File: config.mk
export PLATFORM = sky130hd
export DESIGN_NAME = hazard_tnew_pipe_flat
export DESIGN_NICKNAME = d
export VERILOG_FILES = /design/src/rtl/hazard_tnew_pipe_if.sv /design/src/rtl/hazard_tnew_pipe.sv /design/src/flat_wrapper.sv
export SDC_FILE = /design/constraint.sdc
export NUM_CORES = 1
export LEC_CHECK = 0
export CORE_MARGIN = 4
export CORE_UTILIZATION = 41
export DETAILED_ROUTE_END_ITERATION = 10
export GPL_TIMING_DRIVEN = 0
export HOLD_SLACK_MARGIN = 0.1
export PLACE_DENSITY = 0.76
export SLEW_MARGIN = 20
export SYNTH_ARGS = -nofsm -noshare
export SYNTH_HDL_FRONTEND = slang
export SYNTH_SLANG_ARGS = --single-unit
File: constraint.sdc
create_clock -name clk -period 2.1 [get_ports clk]
set_clock_uncertainty 0.1 [all_clocks]
set_input_delay 0.315 -clock clk [delete_from_list [all_inputs] [get_ports clk]]
set_output_delay 0.315 -clock clk [all_outputs]
set_load 0.02 [all_outputs]
File: src/rtl/hazard_tnew_pipe_if.sv
// hazard_tnew_pipe_if
// Groups the stall-unit facing signals of hazard_tnew_pipe into one bundle.
//   master : the pipeline/stall unit side. It drives the ID-stage info, the
//            combined stall and the EX mul/div start, and reads the slot state.
//   slave  : hazard_tnew_pipe itself.
// Signals
//   i_stall                         combined stall (freezes ID, bubbles EX)
//   i_id_reg_write / i_id_t_new     destination reg and T_new of the ID instruction
//   i_id_md_use                     ID instruction touches the mul/div unit or HI/LO
//   i_ex_md_start / i_ex_md_is_div  EX instruction starts a multiply or divide
//   o_{ex,mem,wb}_reg_write         destination register held in each slot
//   o_{ex,mem,wb}_t_new             remaining T_new held in each slot
//   o_md_busy / o_md_stall          mul/div occupied / extra stall request
interface hazard_tnew_pipe_if #(
  parameter int TNEW_W = 3
);
  logic              i_stall;
  logic [4:0]        i_id_reg_write;
  logic [TNEW_W-1:0] i_id_t_new;
  logic              i_id_md_use;
  logic              i_ex_md_start;
  logic              i_ex_md_is_div;

  logic [4:0]        o_ex_reg_write;
  logic [4:0]        o_mem_reg_write;
  logic [4:0]        o_wb_reg_write;
  logic [TNEW_W-1:0] o_ex_t_new;
  logic [TNEW_W-1:0] o_mem_t_new;
  logic [TNEW_W-1:0] o_wb_t_new;
  logic              o_md_busy;
  logic              o_md_stall;

  modport master (
    output i_stall, i_id_reg_write, i_id_t_new, i_id_md_use,
           i_ex_md_start, i_ex_md_is_div,
    input  o_ex_reg_write, o_mem_reg_write, o_wb_reg_write,
           o_ex_t_new, o_mem_t_new, o_wb_t_new, o_md_busy, o_md_stall
  );

  modport slave (
    input  i_stall, i_id_reg_write, i_id_t_new, i_id_md_use,
           i_ex_md_start, i_ex_md_is_div,
    output o_ex_reg_write, o_mem_reg_write, o_wb_reg_write,
           o_ex_t_new, o_mem_t_new, o_wb_t_new, o_md_busy, o_md_stall
  );
endinterface

File: src/rtl/hazard_tnew_pipe.sv
// hazard_tnew_pipe
// Tracks the destination register and remaining result latency (T_new) of the
// instructions in the EX, MEM and WB slots so the stall unit can decide whether
// an operand can be forwarded in time. It also runs the mul/div busy counter and
// requests an extra stall when an HI/LO-touching instruction in ID would collide
// with a running or starting multiply/divide.
// Ports
//   clk    pipeline clock, rising edge
//   rst_n  asynchronous active-low reset
//   bus    hazard_tnew_pipe_if.slave (see the interface file for its signals)
module hazard_tnew_pipe #(
  parameter int TNEW_W      = 3,
  parameter int MULT_CYCLES = 5,
  parameter int DIV_CYCLES  = 10
) (
  input  logic               clk,
  input  logic               rst_n,
  hazard_tnew_pipe_if.slave  bus
);

  localparam int MD_MAX = (MULT_CYCLES > DIV_CYCLES) ? MULT_CYCLES : DIV_CYCLES;
  localparam int CNT_W  = $clog2(MD_MAX + 1);
  localparam logic [CNT_W-1:0] MULT_LOAD = CNT_W'(MULT_CYCLES);
  localparam logic [CNT_W-1:0] DIV_LOAD  = CNT_W'(DIV_CYCLES);

  logic [4:0]        r_ex_reg;
  logic [4:0]        r_mem_reg;
  logic [4:0]        r_wb_reg;
  logic [TNEW_W-1:0] r_ex_t_new;
  logic [TNEW_W-1:0] r_mem_t_new;
  logic [TNEW_W-1:0] r_wb_t_new;
  logic [CNT_W-1:0]  r_md_cnt;

  logic [4:0]        w_ex_reg_in;
  logic [TNEW_W-1:0] w_ex_t_new_in;
  logic              w_md_busy;

  // Saturating decrement: a result that is already forwardable stays at 0.
  function automatic logic [TNEW_W-1:0] dec(input logic [TNEW_W-1:0] x);
    return (x == '0) ? '0 : x - TNEW_W'(1);
  endfunction

  // A stall turns the EX capture into a bubble. An instruction without a
  // destination register never reports a pending result.
  always_comb begin
    w_ex_reg_in   = '0;
    w_ex_t_new_in = '0;
    if (!bus.i_stall) begin
      w_ex_reg_in   = bus.i_id_reg_write;
      w_ex_t_new_in = (bus.i_id_reg_write == 5'd0) ? '0 : bus.i_id_t_new;
    end
  end

  // EX/MEM/WB slots; MEM and WB advance every edge, independent of stall.
  always_ff @(posedge clk or negedge rst_n) begin
    if (!rst_n) begin
      r_ex_reg    <= '0;
      r_ex_t_new  <= '0;
      r_mem_reg   <= '0;
      r_mem_t_new <= '0;
      r_wb_reg    <= '0;
      r_wb_t_new  <= '0;
    end else begin
      r_ex_reg    <= w_ex_reg_in;
      r_ex_t_new  <= w_ex_t_new_in;
      r_mem_reg   <= r_ex_reg;
      r_mem_t_new <= dec(r_ex_t_new);
      r_wb_reg    <= r_mem_reg;
      r_wb_t_new  <= dec(r_mem_t_new);
    end
  end

  // Mul/div busy counter. A start seen while the counter is running is
  // ignored; md_stall keeps such an instruction out of EX upstream.
  always_ff @(posedge clk or negedge rst_n) begin
    if (!rst_n) begin
      r_md_cnt <= '0;
    end else if (r_md_cnt == '0) begin
      if (bus.i_ex_md_start) begin
        r_md_cnt <= bus.i_ex_md_is_div ? DIV_LOAD : MULT_LOAD;
      end
    end else begin
      r_md_cnt <= r_md_cnt - CNT_W'(1);
    end
  end

  assign w_md_busy = (r_md_cnt != '0);

  assign bus.o_ex_reg_write  = r_ex_reg;
  assign bus.o_mem_reg_write = r_mem_reg;
  assign bus.o_wb_reg_write  = r_wb_reg;
  assign bus.o_ex_t_new      = r_ex_t_new;
  assign bus.o_mem_t_new     = r_mem_t_new;
  assign bus.o_wb_t_new      = r_wb_t_new;
  assign bus.o_md_busy       = w_md_busy;
  // The start term covers the cycle in which the operation is launched.
  assign bus.o_md_stall      = bus.i_id_md_use & (w_md_busy | bus.i_ex_md_start);

endmodule

File: src/flat_wrapper.sv
// flat-port wrapper written by rule: the top's interface ports become plain ports
module hazard_tnew_pipe_flat 
#(
  parameter int TNEW_W      = 3,
  parameter int MULT_CYCLES = 5,
  parameter int DIV_CYCLES  = 10
)
  (clk, rst_n, bus_i_stall, bus_i_id_reg_write, bus_i_id_t_new, bus_i_id_md_use, bus_i_ex_md_start, bus_i_ex_md_is_div, bus_o_ex_reg_write, bus_o_mem_reg_write, bus_o_wb_reg_write, bus_o_ex_t_new, bus_o_mem_t_new, bus_o_wb_t_new, bus_o_md_busy, bus_o_md_stall);
  hazard_tnew_pipe_if #(.TNEW_W(TNEW_W)) bus_i ();
  input  logic clk;
  input  logic rst_n;
  input wire logic [$bits(bus_i.i_stall)-1:0] bus_i_stall;
  input wire logic [$bits(bus_i.i_id_reg_write)-1:0] bus_i_id_reg_write;
  input wire logic [$bits(bus_i.i_id_t_new)-1:0] bus_i_id_t_new;
  input wire logic [$bits(bus_i.i_id_md_use)-1:0] bus_i_id_md_use;
  input wire logic [$bits(bus_i.i_ex_md_start)-1:0] bus_i_ex_md_start;
  input wire logic [$bits(bus_i.i_ex_md_is_div)-1:0] bus_i_ex_md_is_div;
  output wire logic [$bits(bus_i.o_ex_reg_write)-1:0] bus_o_ex_reg_write;
  output wire logic [$bits(bus_i.o_mem_reg_write)-1:0] bus_o_mem_reg_write;
  output wire logic [$bits(bus_i.o_wb_reg_write)-1:0] bus_o_wb_reg_write;
  output wire logic [$bits(bus_i.o_ex_t_new)-1:0] bus_o_ex_t_new;
  output wire logic [$bits(bus_i.o_mem_t_new)-1:0] bus_o_mem_t_new;
  output wire logic [$bits(bus_i.o_wb_t_new)-1:0] bus_o_wb_t_new;
  output wire logic [$bits(bus_i.o_md_busy)-1:0] bus_o_md_busy;
  output wire logic [$bits(bus_i.o_md_stall)-1:0] bus_o_md_stall;
  assign bus_i.i_stall = bus_i_stall;
  assign bus_i.i_id_reg_write = bus_i_id_reg_write;
  assign bus_i.i_id_t_new = bus_i_id_t_new;
  assign bus_i.i_id_md_use = bus_i_id_md_use;
  assign bus_i.i_ex_md_start = bus_i_ex_md_start;
  assign bus_i.i_ex_md_is_div = bus_i_ex_md_is_div;
  assign bus_o_ex_reg_write = bus_i.o_ex_reg_write;
  assign bus_o_mem_reg_write = bus_i.o_mem_reg_write;
  assign bus_o_wb_reg_write = bus_i.o_wb_reg_write;
  assign bus_o_ex_t_new = bus_i.o_ex_t_new;
  assign bus_o_mem_t_new = bus_i.o_mem_t_new;
  assign bus_o_wb_t_new = bus_i.o_wb_t_new;
  assign bus_o_md_busy = bus_i.o_md_busy;
  assign bus_o_md_stall = bus_i.o_md_stall;
  hazard_tnew_pipe #(.TNEW_W(TNEW_W), .MULT_CYCLES(MULT_CYCLES), .DIV_CYCLES(DIV_CYCLES)) u_core (.clk(clk), .rst_n(rst_n), .bus(bus_i));
endmodule
==> key figures <==
Routing
  – Detail Route Antenna Nets: 0
  – DRT iter0 DRCs: 7
  – Detailed-route DRC error count: 0
  – Post-detailed-routing wire length: 1870 µm
  – Vias per cell: 4.78
  – Wire length per cell: about 12 µm
  – Detailed-route via count: approximately 730
  – DRT Pass-1 Iters: 4

Timing
  – Relative slew slack: about 61%
  – Hold WS: 287 ps
  – Final-report hold violation count: 0
  – Total Neg Setup Slack: 0 ps
  – Final Setup Violations: 0
  – Worst-Margin Slew: 582 ps
  – Fmax: between 0.4 and 0.5 GHz
  – Setup ws final: roughly 23 ps
  – Max Slew Vio Count: 0
  – RSZ-0062 raised after global routing: true
  – Final period util: 98.9%
  – Min Tclk post-route: 2080 ps

Global routing
  – GRT overflow: 0
  – Vias in the first global route: 745
  – Largest net degree at the start of global routing: 29
  – Antenna violations before repair: 0
  – Global-route wire length before repair: 3040 µm
  – All-Layer GR Usage: around 12%

Worst setup path
  – Worst reg2reg path endpoint: u_core.r_md_cnt[0]
  – Critical path arrival: 1660 ps
  – Worst path required time: 1680 ps
  – Reg2Reg Setup Slack: 510 ps
  – R2r startpoint: u_core.r_md_cnt[1]
  – Worst-path fanout max: 4
  – CP Launch Type: flip-flop
  – Reg2reg path depth: 6
  – CP Class: reg -> out
  – CP Capture Type: output pin

Place
  – Placed inst area: between 1000 and 1500 µm²
  – Post-Place Worst Slack: -200 ps
  – DP Wirelength: 1380 µm
  – Cells after DPL: 144
  – RD Place Congestion: 0.695
  – Port Buf Inserts: 39

Synth
  – Number of synthesized flops with an enable pin: 0
  – Dominant synthesized flop cell: dfrtp_1
  – Area fraction in compound gates after synthesis: 6.98%
  – Yosys Warn Count: 0
  – Avg Synthesized Cell Area: 13.0 µm²
  – Mux cell area share after synthesis: 0%
  – Synth cell types: 18
  – Simple-gate portion of the synthesized area: 13.2%
  – Main combinational cell family by area after synthesis: simple AND/OR/NAND/NOR gates
  – Syn Std Cell Area: approximately 1000 µm²
  – #FFs+latches synth: 28
  – Sequential area share after synthesis: 69.8%
  – Most numerous cell in the Yosys netlist: dfrtp_1
  – Synth cell count leaders: dfrtp_1, inv_1, nor2b_1
  – Post-Syn Nets: 96
  – Post-synth top area share: between 60% and 70%
  – Async SR Flop Fraction: between 90% and 100%
  – Synth Instances: 77
  – Largest area contributor in the netlist: dfrtp_1
  – Synth top area cells: dfrtp_1, ha_1, nor2b_1, inv_1, nor2_1
  – Post-synthesis adder-cell area fraction: 6.23%
  – Synth Area in XOR/XNOR: 0%

Cells and area
  – Final nets: 146
  – Fillers: 176
  – Multi-input gate area: 280 µm²
  – Antenna fix cells: 0
  – Post-Layout Inst Area: 1500 µm²
  – Cell Count, Final, Fillers Out: 153
  – Synth-to-Final Area Change: 49.6%
  – Register area: 701 µm²
  – Share of cells above drive strength 1: 13.6%

Floorplanning
  – Core Area: between 2000 and 2500 µm²
  – Full die area: ~3300 µm²
  – Die Y: 57.5 µm
  – Number of top-level pins: 40
  – Starting density of the core: ~44%
  – Row count: 17
  – Die width: between 50 and 60 µm

CTS
  – CTS tree: done
  – Skew-Pair Late Insertion Delay: between 300 and 400 ps
  – CTS H-tree depth: 1
  – Clock Tree Root: clkbuf_4
  – Number of buffers created by CTS: 3
  – CTS Sinks: 28
  – Clock buffer depth: 2
  – Clk slew on worst S/H paths: 130 ps

Power
  – Internal: 0.903 mW
  – Sequential Power Share: 50.8%
  – Power density cells: 859 nW/µm²
  – Maximum VDD drop: 0.000585 V
  – Leakage: 0.691 nW
  – Combinational Power Share: between 30% and 40%
  – Switching portion of total power: 30.0%
  – Net Sw Power: 0.387 mW
  – Clock group share of total power: 16.0%

Hold path
  – Worst hold-check path type: reg -> reg
  – Hold Path End: u_core.bus.o_wb_reg_write[1]
  – Hold Path Origin: u_core.bus.o_mem_reg_write[1]
  – Min-Delay Path Depth: 0

Run status
  – Status: complete, no violations

Job
  – Maxcap violations: 0
## power groups by stage
| stage | Clock (mW) | Sequential (mW) | Combinational, mW |
|---|---|---|---|
| 6_report | 0.207 | 0.656 | 0.427 |
| 5_1_grt | 0.243 | 0.662 | 0.464 |
| 4_1_cts | 0.215 | 0.653 | 0.424 |
| 3_5_place_dp | 0 | 0.664 | 0.342 |
| 3_3_place_gp | 0 | 0.658 | 0.334 |
| 2_1_floorplan | 0 | 0.688 | 0.172 |
## worst max-delay path: stages (launching register included)
cell,delay (ps)
dfrtp_1,420
inv_2,90
ha_4,130
or3b_4,390
o21a_1,190
buf_6,130
## how the worst max path moves through the flow
stage	start	endpoint	slack, ps	cells after the start
global placement	u_core.r_md_cnt[0]	bus_o_md_stall	-160	6
CTS	u_core.r_md_cnt[1]	bus_o_md_stall	-40	6
floorplan	u_core.r_md_cnt[0]	bus_o_md_stall	300	5
global route	u_core.r_md_cnt[1]	bus_o_md_stall	-50	5
detailed placement	u_core.r_md_cnt[0]	bus_o_md_stall	-200	6
finish	u_core.r_md_cnt[1]	bus_o_md_stall	20	5
## flip-flops by register name, indices dropped and copies added (netlist names)
register                    flops
u_core.bus.o_ex_t_new           3
u_core.bus.o_ex_reg_write       5
u_core.r_md_cnt                 4
u_core.bus.o_mem_reg_write      5
u_core.bus.o_wb_t_new           3
u_core.bus.o_wb_reg_write       5
u_core.bus.o_mem_t_new          3
## cells in the final DEF, fill, tap and decap left out
cell type	instances
clkdlybuf4s50_1	36
dfrtp_1	28
nor2b_1	7
nor2_1	6
buf_4	6
inv_1	5
nand2_1	4
o21ai_1	4
ha_1	4
a21oi_1	3
and2_1	3
clkbuf_4	3
inv_2	2
o21ai_0	2
or3b_4	1
nor3_1	1
o21a_1	1
o211ai_1	1
nor3b_2	1
nand4_1	1
o211a_1	1
ha_4	1
dlygate4sd3_1	1
buf_2	1
clkbuf_2	1
buf_6	1
## layout make-up
type	count	share of cell area, %
timing repair buffer	46	29.1
multi-input combinational	41	18.7
inverter	7	1.75
sequential	28	46.7
clock buffer	3	1.50
tap	28	2.33
## metal layers
layer / track usage, % / wire, µm
met2: 20.3 / 896
met4: 5.96 / 36
met3: 5.88 / 242
met1: 12.2 / 691
met5: 0 / 0
## through the flow
stage	util, %	power [mW]
CTS	66.2	1.29
global placement	62.8	0.992
detailed placement	62.6	1.01
finish	66.0	1.29
global route	66.0	1.37
floorplan	-	0.860
## logic make-up after synthesis
logic type | after synthesis
flip-flops | 28
AND/OR/NAND/NOR | 24
AO/OA/AOI/OAI | 12
buffers and inverters | 8
adder cells (fa/ha/maj) | 5
## repair_timing
item / 4_1_cts / 5_1_grt
hold endpoints to repair: 28 / 0
hold buffers: 1 / 0
setup endpoints to repair: 2 / 2
pin swaps: 1 / 0
buffers inserted: 5 / 1
resized for setup: 12 / 2
Note: power is estimated with default switching activity, not from simulation.
